File: src/rtl/msg_assemble_pkg.sv
// Shared types and header field layout for the message assembler.
package msg_assemble_pkg;

  typedef enum logic [1:0] {
    ST_HDR,
    ST_BODY,
    ST_HOLD,
    ST_DROP
  } state_e;

  localparam int unsigned HDR_FIELD_W       = 16;
  localparam int unsigned HDR_TOTAL_LSB     = 0;
  localparam int unsigned HDR_METHOD_LSB    = 16;
  localparam int unsigned MAX_WORDS_DEFAULT = 8;

endpackage

File: src/rtl/msg_assemble_skid.sv
// One-entry {last, data} holding register; a load in the same cycle as a clear wins.
module msg_skid #(
  parameter int unsigned width = 32
) (
  input  logic             clk_i,
  input  logic             rst_i,
  input  logic             load_i,
  input  logic             clear_i,
  input  logic             last_i,
  input  logic [width-1:0] data_i,
  output logic             full_o,
  output logic             last_o,
  output logic [width-1:0] data_o
);

  logic             full_q, full_d;
  logic             last_q, last_d;
  logic [width-1:0] data_q, data_d;

  always_comb begin
    full_d = full_q;
    last_d = last_q;
    data_d = data_q;
    if (load_i) begin
      full_d = 1'b1;
      last_d = last_i;
      data_d = data_i;
    end else if (clear_i) begin
      full_d = 1'b0;
    end
  end

  always_ff @(posedge clk_i) begin
    if (rst_i) begin
      full_q <= 1'b0;
      last_q <= 1'b0;
      data_q <= '0;
    end else begin
      full_q <= full_d;
      last_q <= last_d;
      data_q <= data_d;
    end
  end

  assign full_o = full_q;
  assign last_o = last_q;
  assign data_o = data_q;

endmodule

File: src/rtl/msg_assemble.sv
// Assembles header + payload beats into one message and hands it to a dispatcher.
module msg_assemble
  import msg_assemble_pkg::*;
#(
  parameter int unsigned width     = 32,
  parameter int unsigned MAX_WORDS = MAX_WORDS_DEFAULT
) (
  input  logic                       CLK,
  input  logic                       nRST,
  input  logic                       EN_beat,
  input  logic [width-1:0]           beat_v,
  input  logic                       beat_last,
  output logic                       RDY_beat,
  input  logic                       RDY_message,
  output logic                       EN_message,
  output logic [15:0]                message_method,
  output logic [15:0]                message_count,
  output logic [MAX_WORDS*width-1:0] message_data,
  output logic [15:0]                err_count
);

  state_e                     state_q, state_d;
  logic [15:0]                idx_q, idx_d;
  logic [15:0]                exp_q, exp_d;
  logic [15:0]                method_q, method_d;
  logic [MAX_WORDS*width-1:0] data_q, data_d;
  logic [15:0]                err_q, err_d;
  logic                       err_ev;

  logic             skid_full, skid_last, skid_load, skid_clear;
  logic [width-1:0] skid_data;
  logic             proc_v, proc_last;
  logic [width-1:0] proc_data;
  logic [15:0]      hdr_total, hdr_method;

  msg_skid #(.width(width)) u_skid (
    .clk_i   (CLK),
    .rst_i   (nRST),
    .load_i  (skid_load),
    .clear_i (skid_clear),
    .last_i  (beat_last),
    .data_i  (beat_v),
    .full_o  (skid_full),
    .last_o  (skid_last),
    .data_o  (skid_data)
  );

  // A held beat is always consumed before any live beat once HOLD is left.
  always_comb begin
    skid_load  = EN_beat && ((state_q == ST_HOLD) || skid_full);
    skid_clear = (state_q != ST_HOLD) && skid_full;
    proc_v     = (state_q != ST_HOLD) && (skid_full || EN_beat);
    proc_last  = skid_full ? skid_last : beat_last;
    proc_data  = skid_full ? skid_data : beat_v;
    hdr_total  = proc_data[HDR_TOTAL_LSB +: HDR_FIELD_W];
    hdr_method = proc_data[HDR_METHOD_LSB +: HDR_FIELD_W];
  end

  always_comb begin
    state_d  = state_q;
    idx_d    = idx_q;
    exp_d    = exp_q;
    method_d = method_q;
    data_d   = data_q;
    err_ev   = 1'b0;
    case (state_q)
      ST_HDR: begin
        if (proc_v) begin
          method_d = hdr_method;
          exp_d    = hdr_total - 16'd1;
          idx_d    = '0;
          // A header claiming payload but flagged last is malformed as well.
          if ((hdr_total == 16'd0) || ((hdr_total - 16'd1) > 16'(MAX_WORDS)) ||
              ((hdr_total == 16'd1) != proc_last)) begin
            err_ev  = 1'b1;
            state_d = proc_last ? ST_HDR : ST_DROP;
          end else if (hdr_total == 16'd1) begin
            state_d = ST_HOLD;
          end else begin
            state_d = ST_BODY;
          end
        end
      end
      ST_BODY: begin
        if (proc_v) begin
          for (int unsigned i = 0; i < MAX_WORDS; i++) begin
            if (idx_q == 16'(i)) data_d[i*width +: width] = proc_data;
          end
          idx_d = idx_q + 16'd1;
          if ((idx_q + 16'd1) == exp_q) begin
            if (proc_last) begin
              state_d = ST_HOLD;
            end else begin
              err_ev  = 1'b1;
              state_d = ST_DROP;
            end
          end else if (proc_last) begin
            err_ev  = 1'b1;
            state_d = ST_HDR;
          end
        end
      end
      ST_HOLD: begin
        if (RDY_message) state_d = ST_HDR;
      end
      ST_DROP: begin
        if (proc_v && proc_last) state_d = ST_HDR;
      end
      default: state_d = ST_HDR;
    endcase
    if ((state_d == ST_HDR) || (state_d == ST_DROP)) data_d = '0;
    err_d = (err_ev && (err_q != 16'hFFFF)) ? err_q + 16'd1 : err_q;
  end

  always_ff @(posedge CLK) begin
    if (nRST) begin
      state_q  <= ST_HDR;
      idx_q    <= '0;
      exp_q    <= '0;
      method_q <= '0;
      data_q   <= '0;
      err_q    <= '0;
    end else begin
      state_q  <= state_d;
      idx_q    <= idx_d;
      exp_q    <= exp_d;
      method_q <= method_d;
      data_q   <= data_d;
      err_q    <= err_d;
    end
  end

  assign RDY_beat       = (state_q != ST_HOLD) && !skid_full;
  assign EN_message     = (state_q == ST_HOLD) && RDY_message;
  assign message_method = method_q;
  assign message_count  = exp_q;
  assign message_data   = data_q;
  assign err_count      = err_q;

endmodule

File: config.mk
export PLATFORM = sky130hd
export DESIGN_NAME = msg_assemble
export DESIGN_NICKNAME = d
export VERILOG_FILES = /design/src/rtl/msg_assemble_pkg.sv /design/src/rtl/msg_assemble_skid.sv /design/src/rtl/msg_assemble.sv
export SDC_FILE = /design/constraint.sdc
export NUM_CORES = 1
export LEC_CHECK = 0
export ABC_AREA = 1
export CORE_MARGIN = 2
export CORE_UTILIZATION = 58
export DETAILED_ROUTE_END_ITERATION = 16
export DONT_BUFFER_PORTS = 1
export GPL_TIMING_DRIVEN = 0
export HOLD_SLACK_MARGIN = 0.15
export PLACE_DENSITY_LB_ADDON = 0.08
export SLEW_MARGIN = 0
export SYNTH_ARGS = -nofsm -noshare
export SYNTH_HDL_FRONTEND = slang
export SYNTH_HIERARCHICAL = 1
export SYNTH_SLANG_ARGS = --single-unit
File: constraint.sdc
create_clock -name CLK -period 2.7 [get_ports CLK]
set_input_delay 0.135 -clock CLK [delete_from_list [all_inputs] [get_ports CLK]]
set_output_delay 0.135 -clock CLK [all_outputs]
set_load 0.005 [all_outputs]
==> results of run 1 <==
-- sequential cells by signal (all words and copies together), names as in the netlist --
signal,cells
message_data,256
u_skid/data_o,32
err_count,16
idx_q,16
message_count,16
message_method,16
state_q,2
u_skid/full_o,1
u_skid/last_o,1
-- critical path: stages (launching register included) --
cell and delay, ns:
dfxtp_4 0.40, buf_8 0.13, buf_6 0.15, nand2_1 0.10, nand2_4 0.16, nand2_1 0.15, nor2_2 0.17, nand3_2 0.10
nand2_1 0.08, nand2_2 0.10, nor2_2 0.14, nand3_2 0.07, nor2_2 0.12, nand3_1 0.09, nand3_2 0.11, nand2_1 0.07
nand2_2 0.07, nand3_4 0.14, buf_12 0.19, buf_16 0.16, buf_16 0.17, nor2_4 0.08
-- metrics by stage --
step | instances | cell area, um^2 | hold WS (ns)
after floorplan | 2295 | 17700 | 0.204
after global placement | 2691 | 18200 | 0.207
after detailed placement | 2691 | 18200 | 0.212
after CTS | 2852 | 21300 | 0.152
after global routing | 2862 | 21600 | 0.225
final | 2862 | 21600 | 0.184
-- final timing paths --
| path | start | end | slack, ns |
|---|---|---|---|
| setup / recovery | u_skid/full_o$_SDFFE_PP0P_ | message_data[171]$_SDFFE_PP0P_ | -0.35 |
| hold reg to reg | idx_q[15]$_SDFFE_PP0P_ | idx_q[15]$_SDFFE_PP0P_ | 0.49 |
| setup reg to reg | u_skid/full_o$_SDFFE_PP0P_ | message_data[171]$_SDFFE_PP0P_ | -0.35 |
| hold / removal | beat_v[6] | message_data[230]$_SDFFE_PP0P_ | 0.18 |
-- power by group through the flow --
stage / Sequential [mW] / Clock (mW) / Combinational, mW
after detailed placement: 5.71 / 0 / 2.38
after global placement: 5.70 / 0 / 2.35
after global routing: 5.62 / 5.65 / 3.56
final: 5.60 / 5.41 / 3.38
after CTS: 5.60 / 5.42 / 3.26
after floorplan: 5.64 / 0 / 1.78
-- area by class of cell --
cell class | count | area [um^2] | share of cell area (%)
Multi-Input combinational cell | 1466 | 8810 | 40.8
Sequential cell | 356 | 7140 | 33.0
Timing Repair Buffer | 103 | 1370 | 6.36
Inverter | 358 | 1370 | 6.32
Buffer | 115 | 1150 | 5.30
Clock buffer | 56 | 1140 | 5.28
Tap cell | 396 | 495 | 2.29
Clock inverter | 12 | 139 | 0.643
-- kinds of logic (layout without fill, tap and decap cells) --
group                    after synthesis  count (layout)  synth area share (%)
AO/OA/AOI/OAI                        368             368                  10.7
adder cells (fa/ha/maj)                7               7                 0.494
XOR/XNOR                              16              16                 0.791
multiplexers                          32              32                  1.81
flip-flops                           356             356                  40.2
AND/OR/NAND/NOR                     1042            1043                  33.2
buffers and inverters                474             644                  12.8
-- placed cells by master (no fill, tap or decap), drive strengths merged --
cell type    instances
a211oi              16
mux2i               32
o21ai              301
or2                 17
dfxtp              356
nor2               427
xor2                 9
clkinvlp             2
o211ai               5
and3                 1
clkinv               9
nand3b               5
clkbuf             124
xnor2                7
nor3                14
nor4                 4
a31oi                1
and2                 2
o22ai                1
nand3               60
ha                   7
dlygate4sd3         38
bufinv               3
inv                356
buf                112
nand2              487
a21oi               44
nand4               26
-- layer usage --
layer	vias to the layer above	GRT usage, %
li1	7397	-
met1	7251	41.8
met2	700	57.1
met3	151	12.3
met4	0	15.4
met5	-	0
-- repair_timing --
item / in CTS / in global routing
endpoints found under the hold margin: 75 / 2
setup endpoints to repair: 295 / 297
setup buffers: 39 / 7
resized for setup: 169 / 66
cloned: 19 / 3
pin swaps: 35 / 4
hold buffers: 36 / 2
==> results.md, run 1 <==
- Outcome: finished with violations
- Violated checks: setup timing
- Die W: roughly 180 um
- Period utilization: 113%
- Class of the worst hold path: in -> reg
- Initial Util: approximately three fifths
- Place WS: -0.657 ns
- Pwr Total: 14.4 mW
- Gr usage total: a little over a third
- Fillers: 2,410
- Ys flop type: dfxtp_1
- CP max FO: 10
- VDD IR max: 505 uV
- Skew-Pair Late Insertion Delay: 0.53 ns
- RSZ-0062 raised after global routing: yes
- Htree depth: 2
- Crit path required time: 3.17 ns
- GP Congestion: 0.948
- Crit end category: register
- Seq pwr share: between 30% and 40%
- Vias/cell: 5.42
- Clock buffer depth: 3
- Syn nets: 2,339
- Commonest cells post-synth: nand2_1 (477), dfxtp_1 (356), inv_1 (348), o21ai_0 (281), nor2_4 (210)
- Avg Inst Size Synth: 7.72 um^2
- Metal-1 WL: 21.8 mm
- Die area: ~0.032 mm^2
- CTS root buf: clkbuf_16
- Vias in the first global route: between 10,000 and 15,000
- Yosys cell types: 40
- Worst Path Arrival: 3.52 ns
- I/O Pins: about 340
- Combinational share of power: 23.5%
- Final worst path period need: 3.05 ns
- Fmax: 328 MHz
- Psw: roughly 4.4 mW
- Clock Pin Slew Worst Setup and Hold Paths: approximately 0.060 ns
- DRC: 0
- DR iter-0 viols: between 1,000 and 1,500
- Fin util: 71.2%
- First-pass GRT wire length: 85.8 mm
- Final hold vios: 0
- Sw frac: 30.7%
- Share of cells above drive strength 1: 22.7%
- Dominant cell type by area after synthesis: dfxtp_1
- Yosys warns: 6
- Core box area: about 0.03 mm^2
- Synth Register Bits: around 360
- Wire length on met2: 26.9 mm
- Vias: 15,500
- Largest net degree at the start of global routing: 14
- Nets: 2,483
- Synthesized instance count: 2,295
- Hpwl dp: a little over 40 mm
- Worst hold path cell count: 4
- Max-cap viol count: 0
- Total routed wirelength: a little under 60 mm
- Fin Clk Skew: roughly 0.014 ns
- P per Cell Area: 666 mW/mm^2
- Drt first pass iters: 6
- Rows: 64
- Cell Int Power: 9.98 mW
- TNS Setup: -76.07 ns
- R2R depth: 21
- Setup Crit Path Kind: reg -> reg
- Buffers on Ports: 0
- CTS buffer count: 39
- Sink Count: 356
- Clock power share: 37.6%
- Post-synth EDFFs: 0
- Synthesized cell area: 0.0177 mm^2
- Highest routed layer: met4
- N_diodes: 0
- Count leader, synth: nand2_1
- Initial antenna violation count: 0
- Synth top area cells: dfxtp_1 (40%), nor2_4 (13%), nand2_1 (10%), o21ai_0 (7.9%), inv_1 (7.4%)
- Sequential area share after synthesis: 40.2%
- Antenna Nets Post-Route: 0
- CTS tree: yes
- Static Leak: 7.51 nW
- Setup WS post-layout: -0.351 ns
- Synth top area share: 40.2%
- Startpoint Class: register
- Final setup vio count: 256
- Ys async rst share: 0%
- Final Max Slew Viols: 0
- Rel. slew slack: 24.1%
- P&R area growth vs syn: 21.9%
- Total grt overflow: 0
- Wire per inst: approximately 20 um
- Worst-Margin Slew: 1.13 ns
- Met3 WL: 6.35 mm
- Die span in y: 179 um
(Power assumes the default switching activity.)
==> run 2, diff against run 1 <==
ABC_AREA = not set   (was 1)
CORE_UTILIZATION = 57   (was 58)
==> run 2 against run 1 <==
  * The flow finishes with violations (capacitance limit, setup timing)
  * Hold slack worse by 0.045 ns
  * First-iteration DRC count is 33% higher
  * Routed wire length is 5.3% lower
  * Worst setup slack worse by 0.78 ns
  * Total power is 14% lower
  * Sequential power is 1% lower
  * Cell count is 28% lower
  * Flip-flop and latch count stayed put
  * Combinational power is 40% lower
==> results.md, run 2 <==
- Final setup vio count: 274 (+7.0%)
- P&R area growth vs syn: 33.8%
- Final worst path period need: 3.83 ns (+0.779 ns)
- Sink Count: 356 (unchanged)
- Fin Clk Skew: 0.0158 ns (+0.00217 ns)
- Antenna Nets Post-Route: 0 (unchanged)
- Fin util: 77.8% (+6.6 points)
- First-pass GRT wire length: 78.1 mm (-9.0%)
- Most frequent cells in the layout: nor2_1 (353), dfxtp_1 (352), a211oi_2 (214), clkbuf_1 (68), nand2_1 (62)
- Buffers on Ports: 0 (unchanged)
- Total routed wirelength: 54.7 mm (-5.3%)
- Synthesized cell area: 0.0141 mm^2 (-20%)
- Fillers: 1,581 (-34%)
- Vias: 13,600 (-12%)
- Clock buffer depth: 3 (unchanged)
- CP max FO: 10 (unchanged)
- VDD IR max: 557 uV (+10%)
- Avg Inst Size Synth: 9.03 um^2 (+17%)
- CTS buffer count: 37 (-5.1%)
- Vias/cell: 6.63 (+22%)
- P per Cell Area: 658 mW/mm^2 (-1.3%)
- Syn nets: 1,610 (-31%)
- Total grt overflow: 0 (unchanged)
- TNS Setup: -274.87 ns (-198.79 ns)
- Worst Path Arrival: 4.27 ns (+0.75 ns)
- Yosys cell types: 64 (+60%)
- Static Leak: 6.13 nW (-18%)
- Final hold vios: 0 (unchanged)
- Dominant cell type by area after synthesis: dfxtp_1
- Synth top area cells: dfxtp_1 (50%), a211oi_1 (14%), nor2_1 (9.5%), mux2i_1 (4.8%), clkbuf_1 (2.4%)
- Share of cells above drive strength 1: 27.3% (+4.7 points)
- CTS tree: yes
- Hpwl dp: 34.8 mm (-14%)
- Buf/Inv on CP: 8 (+3)
- I/O Pins: 343 (unchanged)
- GP Congestion: 0.893 (-5.8%)
- Crit end category: register
- Final Max Slew Viols: 0 (unchanged)
- Synthesized instance count: 1,566 (-32%)
- Post-synth EDFFs: 0 (unchanged)
- Period utilization: 142% (+29 points)
- Synth top area share: 50.4% (+10 points)
- CP peak stage delay: 0.54 ns (+0.14 ns)
- Highest routed layer: met4
- Setup WS post-layout: -1.13 ns (-0.779 ns)
- Metal-1 WL: 20.2 mm (-7.3%)
- Initial Util: 58.1% (-0.27 points)
- Setup Crit Path Kind: reg -> reg
- Ys async rst share: 0% (unchanged)
- Synth Register Bits: 356 (unchanged)
- Clock Pin Slew Worst Setup and Hold Paths: 0.07 ns (about the same)
- Post-route cell area: 0.0189 mm^2 (-12%)
- Core box area: 0.0243 mm^2 (-20%)
- Commonest non-fill, non-tap cell in the layout: nor2_1
- Max-cap viol count: 3 (+3)
- N_diodes: 0 (unchanged)
- Startpoint Class: register
- CP Cell Sequence: buf_12, buf_12, buf_12, mux2i_4, ha_4, buf_6, o211a_1, buf_8, nand3_4, nor4b_4, o32ai_2, or4_1, o22ai_2, o21ai_4, buf_12, buf_6, buf_12, a211oi_1
- Rel. slew slack: 0.0403% (-24 points)
- CTS root buf: clkbuf_16
- CP top delay family: buffers and inverters
- Die W: 162 um (-9.7%)
- Yosys warns: 6 (unchanged)
- DRC: 0 (unchanged)
- Drt first pass iters: 6 (unchanged)
- Outcome: finished with violations
- Die span in y: 162 um (-9.7%)
- Vias in the first global route: 12,900 (-12%)
- Max reg flops: 256 (unchanged)
- Wire per inst: 26.6 um (+32%)
- Count leader, synth: nor2_1
- Wire length on met2: 25.2 mm (-6.4%)
- Crit path required time: 3.14 ns (-0.03 ns)
- Initial antenna violation count: 0 (unchanged)
- RSZ-0062 raised after global routing: yes
- Nets: 1,758 (-29%)
- Worst-Margin Slew: 1.46 ns (+0.327 ns)
- Gr usage total: 38.8% (+3.7 points)
- Fmax: 261 MHz (-20%)
- DR iter-0 viols: 1,422 (+33%)
- CP max-delay cell: or4_1
- Sequential area share after synthesis: 50.4% (+10 points)
- Class of the worst hold path: in -> reg
- DP Area: 0.0148 mm^2 (-19%)
- Htree depth: 2 (unchanged)
- Ys flop type: dfxtp_1
- Pwr Total: 12.4 mW (-14%)
- Violated checks: capacitance limit, setup timing
- Rows: 57 (-11%)
- Die area: 0.0261 mm^2 (-18%)
- Met3 WL: 6.62 mm (+4.3%)
- Largest net degree at the start of global routing: 14 (unchanged)
- Skew-Pair Late Insertion Delay: 0.54 ns (about the same)
- Commonest cells post-synth: nor2_1 (359), dfxtp_1 (356), a211oi_1 (272), clkbuf_1 (92), mux2i_1 (68)
- Crit path top cell by count: buf_12
==> run 2: cell count changes after synthesis, sizes merged, moves of 36 or more <==
cell	change
nand3	-38
o21ai	-280
a211oi	+257
mux2i	+36
nand2	-423
nor2	-68
inv	-347
==> run 2: power breakdown <==
group | leakage [nW] | internal [mW] | switching, mW | total (mW)
Combinational | 2.70 | 0.785 | 1.23 | 2.02
Sequential | 2.88 | 5.37 | 0.146 | 5.52
Clock | 0.552 | 2.79 | 2.12 | 4.91
Total | 6.13 | 8.95 | 3.50 | 12.4
==> run 2: per-stage QoR <==
| step | setup WS [ns] | cells | hold WS [ns] |
|---|---|---|---|
| after floorplan | -0.738 | 1566 | 0.282 |
| after global placement | -1.64 | 1890 | 0.288 |
| after detailed placement | -1.68 | 1892 | 0.293 |
| after CTS | -1.10 | 2037 | 0.151 |
| after global routing | -1.19 | 2058 | 0.159 |
| final | -1.13 | 2058 | 0.138 |
==> run 2: cell families (layout without fill, tap and decap cells) <==
group | after synthesis | in the layout | synth area share (%)
muxes | 71 | 71 | 5.05
adders and majority gates | 7 | 7 | 0.619
DFF | 356 | 356 | 50.4
buffers and inverters | 146 | 313 | 4.57
xor gates and xnor gates | 36 | 36 | 2.23
and+or+nand+nor | 560 | 560 | 17.4
AOI/OAI and AO/OA | 390 | 391 | 19.7
==> run 2: area by class of cell <==
cell class	instances	area (um^2)	share of cell area, %
inverters	10	37.5	0.198
well taps	324	405	2.14
plain buffers	130	1080	5.71
multi-input cells	1065	7910	41.8
clock buffers	53	1050	5.53
flip-flops and latches	356	7130	37.7
clock inverters	6	77.6	0.410
repair buffers	114	1230	6.52
==> run 2: worst reg2reg max path: cells and delay by family (launching register included) <==
kind | cells | cell delay [ns]
adders and majority gates | 1 | 0.20
DFF | 1 | 0.38
buffers and inverters | 8 | 1.04
muxes | 1 | 0.35
and+or+nand+nor | 3 | 0.93
AOI/OAI and AO/OA | 5 | 0.83
==> run 2: what timing repair did <==
action                                 4_1_cts  5_1_grt
cloned                                       7        5
gates resized for setup                    251      206
setup buffers                               33       17
setup endpoints to repair                  302      313
endpoints found under the hold margin       62       11
pin swaps                                   24       38
hold buffers                                49        2
==> run 2: path summary, 6_finish.rpt <==
path                                       start                              to  slack (ns)  cells after the start
setup / recovery      u_skid/full_o$_SDFFE_PP0P_  message_data[242]$_SDFFE_PP0P_       -1.13                     18
hold / removal                         beat_v[0]   message_count[3]$_SDFFE_PP0P_        0.14                      3
setup reg to reg      u_skid/full_o$_SDFFE_PP0P_  message_data[242]$_SDFFE_PP0P_       -1.13                     18
hold reg to reg   u_skid/data_o[22]$_SDFFE_PP0P_  u_skid/data_o[22]$_SDFFE_PP0P_        0.50                      2
==> run 2: routing by layer <==
| metal | up-vias | track usage (%) |
|---|---|---|
| li1 | 5921 | - |
| met3 | 196 | 12.3 |
| met4 | 0 | 18.4 |
| met2 | 849 | 61.5 |
| met5 | - | 0 |
| met1 | 6680 | 48.1 |
==> run 3, diff against run 2 <==
CORE_UTILIZATION = 49   (was 57)
RECOVER_POWER = 25   (was not set)
==> run 3 against run 2 <==
  * The run ends with capacitance limit, slew limit, setup timing left
  * Sequential power barely moved
  * Register-to-register slack gained 0.17 ns
  * Sequential share of layout area down 0.74 points
  * Clock skew decreased by 0.00054 ns
  * Clock-buffer cell count fell by 2
  * Critical path type unchanged
  * Critical endpoint is now message_data[183]$_SDFFE_PP0P_
  * Largest power group is now clock
==> results.md, run 3 (synthesis results as in run 2) <==
- DRC: 0 (unchanged)
- CP peak stage delay: 0.56 ns (+0.02 ns)
- Wire per inst: 25.4 um (-4.5%)
- Class of the worst hold path: in -> reg
- Total routed wirelength: 54.1 mm (-1.2%)
- Die span in y: 174 um (+7.7%)
- Setup Crit Path Kind: reg -> reg
- Initial antenna violation count: 0 (unchanged)
- Static Leak: 6.32 nW (+3.1%)
- Hpwl dp: 35.7 mm (+2.5%)
- Clock buffer depth: 3 (unchanged)
- Pwr Total: 13.4 mW (+7.9%)
- Rows: 62 (+8.8%)
- Reg2reg start: u_skid/full_o$_SDFFE_PP0P_
- I/O Pins: 343 (unchanged)
- DP Area: 0.0149 mm^2 (+0.53%)
- Combinational share of power: 15.1% (-1.1 points)
- Htree depth: 2 (unchanged)
- Drt first pass iters: 5 (-1)
- Setup WS post-layout: -0.956 ns (+0.173 ns)
- Vias/cell: 6.15 (-7.2%)
- Total grt overflow: 0 (unchanged)
- CP top delay family: buffers and inverters
- Period utilization: 135% (-6.4 points)
- Seq. cell area: 0.00713 mm^2 (about the same)
- N_diodes: 0 (unchanged)
- Place WS: -1.76 ns (-0.0778 ns)
- Buf/Inv on CP: 8 (unchanged)
- CTS root buf: clkbuf_16
- CP max-delay cell: or4_4
- Die area: 0.0302 mm^2 (+16%)
- Final hold vios: 0 (unchanged)
- Crit end category: register
- DR iter-0 viols: 1,193 (-16%)
- Startpoint Class: register
- Vias: 13,100 (-3.9%)
- Fillers: 2,301 (+46%)
- Share of cells above drive strength 1: 26.9% (-0.42 points)
- Initial Util: 49.5% (-8.6 points)
- Fin util: 67.6% (-10 points)
- Psw: 3.61 mW (+3.2%)
- Worst-Margin Slew: 1.52 ns (+0.0580 ns)
- Gr usage total: 33.6% (-5.2 points)
- Final setup vio count: 273 (-0.36%)
- GP Congestion: 0.894 (+0.12%)
- Sw frac: 26.9% (-1.2 points)
- CP max FO: 8 (-2)
- Final worst path period need: 3.66 ns (-0.173 ns)
- P per Cell Area: 696 mW/mm^2 (+5.8%)
- Post-route cell area: 0.0193 mm^2 (+2.0%)
- CTS tree: yes
- Commonest non-fill, non-tap cell in the layout: nor2_1
- Outcome: finished with violations
- Rel. slew slack: -3.93% (-4.0 points)
- Skew-Pair Late Insertion Delay: 0.53 ns (about the same)
- RSZ-0062 raised after global routing: yes
- Sink Count: 356 (unchanged)
- Nets: 1,762 (+0.23%)
- Vias in the first global route: 12,400 (-3.9%)
- Antenna Nets Post-Route: 0 (unchanged)
- VDD IR max: 477 uV (-14%)
- Fin Clk Skew: 0.0153 ns (-0.000541 ns)
- Largest net degree at the start of global routing: 15 (+1)
- P&R area growth vs syn: 36.5%
- Clock Pin Slew Worst Setup and Hold Paths: 0.06 ns (about the same)
- CP startpoint: u_skid/full_o$_SDFFE_PP0P_
- Most frequent cells in the layout: nor2_1 (354), dfxtp_1 (353), a211oi_2 (205), a211oi_1 (66), clkbuf_1 (63)
- CTS buffer count: 39 (+5.4%)
- Core box area: 0.0285 mm^2 (+17%)
- Crit path required time: 3.16 ns (+0.02 ns)
- Violated checks: capacitance limit, slew limit, setup timing
- Buffers on Ports: 0 (unchanged)
- Clock power share: 43.8% (+4.4 points)
- Area of the multi-input gates: 0.00780 mm^2 (-1.4%)
- Cell Int Power: 9.82 mW (+9.7%)
- Seq pwr share: 41.1% (-3.3 points)
- Max reg flops: 256 (unchanged)
- CP Cell Sequence: buf_8, buf_12, buf_12, mux2i_4, ha_4, o211a_1, buf_8, nand3_4, nor4b_4, o32ai_4, or4_4, o22ai_4, o21ai_4, buf_12, buf_12, buf_12, buf_4, a211oi_2
- Fmax: 274 MHz (+4.7%)
- First-pass GRT wire length: 78.2 mm (about the same)
- Max-cap viol count: 2 (-1)
- Die W: 174 um (+7.7%)
- Worst Path Arrival: 4.11 ns (-0.16 ns)
- Final Max Slew Viols: 10 (+10)
- WHS: 0.152 ns (+0.0137 ns)
- HP Start: beat_v[17]
- Crit path top cell by count: buf_12
## run 3: layer usage
layer	wire, um	vias to the layer above	GRT usage, %
li1	-	5939	-
met1	21800	6449	42.5
met2	24600	600	53.1
met3	5920	121	12.0
met4	1700	0	12.1
met5	0	-	0
## run 3: through the flow
stage / cells / setup TNS, ns
floorplan: 1566 / -194.49
global placement: 1950 / -441.16
detailed placement: 1951 / -447.51
CTS: 2099 / -249.22
global route: 2130 / -264.88
finish: 2130 / -234.13
## run 3: worst reg2reg max path, delay by kind of cell, from the launching register on
| kind | cells | cell delay (ns) |
|---|---|---|
| compound gates | 5 | 0.68 |
| fa+ha+maj | 1 | 0.21 |
| buf+inv | 8 | 1.07 |
| flops | 1 | 0.37 |
| mux | 1 | 0.33 |
| simple gates | 3 | 0.94 |
## run 3: path summary, 6_finish.rpt
check / to / slack [ns] / depth (start not counted)
max: message_data[183]$_SDFFE_PP0P_ / -0.96 / 18
min: message_data[177]$_SDFFE_PP0P_ / 0.15 / 2
max reg2reg: message_data[183]$_SDFFE_PP0P_ / -0.96 / 18
min reg2reg: u_skid/data_o[27]$_SDFFE_PP0P_ / 0.49 / 2
## run 3: layout make-up
cell class                 instances  area share, %
inverter                          10          0.195
tap                              384           2.49
buffer                           128           5.48
sequential                       356           37.0
clock buffer                      51           5.87
clock inverter                    18           1.48
timing repair buffer             119           7.11
multi-input combinational       1064           40.4
## run 3: repair_timing
item | 4_1_cts | 5_1_grt
hold buffers | 49 | 4
endpoints found under the hold margin | 71 | 10
pin swaps | 12 | 25
cloned | 10 | 9
setup endpoints to repair | 302 | 302
setup buffers | 23 | 21
resized for setup | 215 | 205
## run 3: power groups by stage
stage	Combinational (mW)	Clock, mW	Sequential, mW
after detailed placement	1.32	0	5.63
final	2.02	5.88	5.52
after global placement	1.30	0	5.62
after floorplan	0.919	0	5.57
after global routing	2.13	6.13	5.53
after CTS	1.73	5.90	5.51
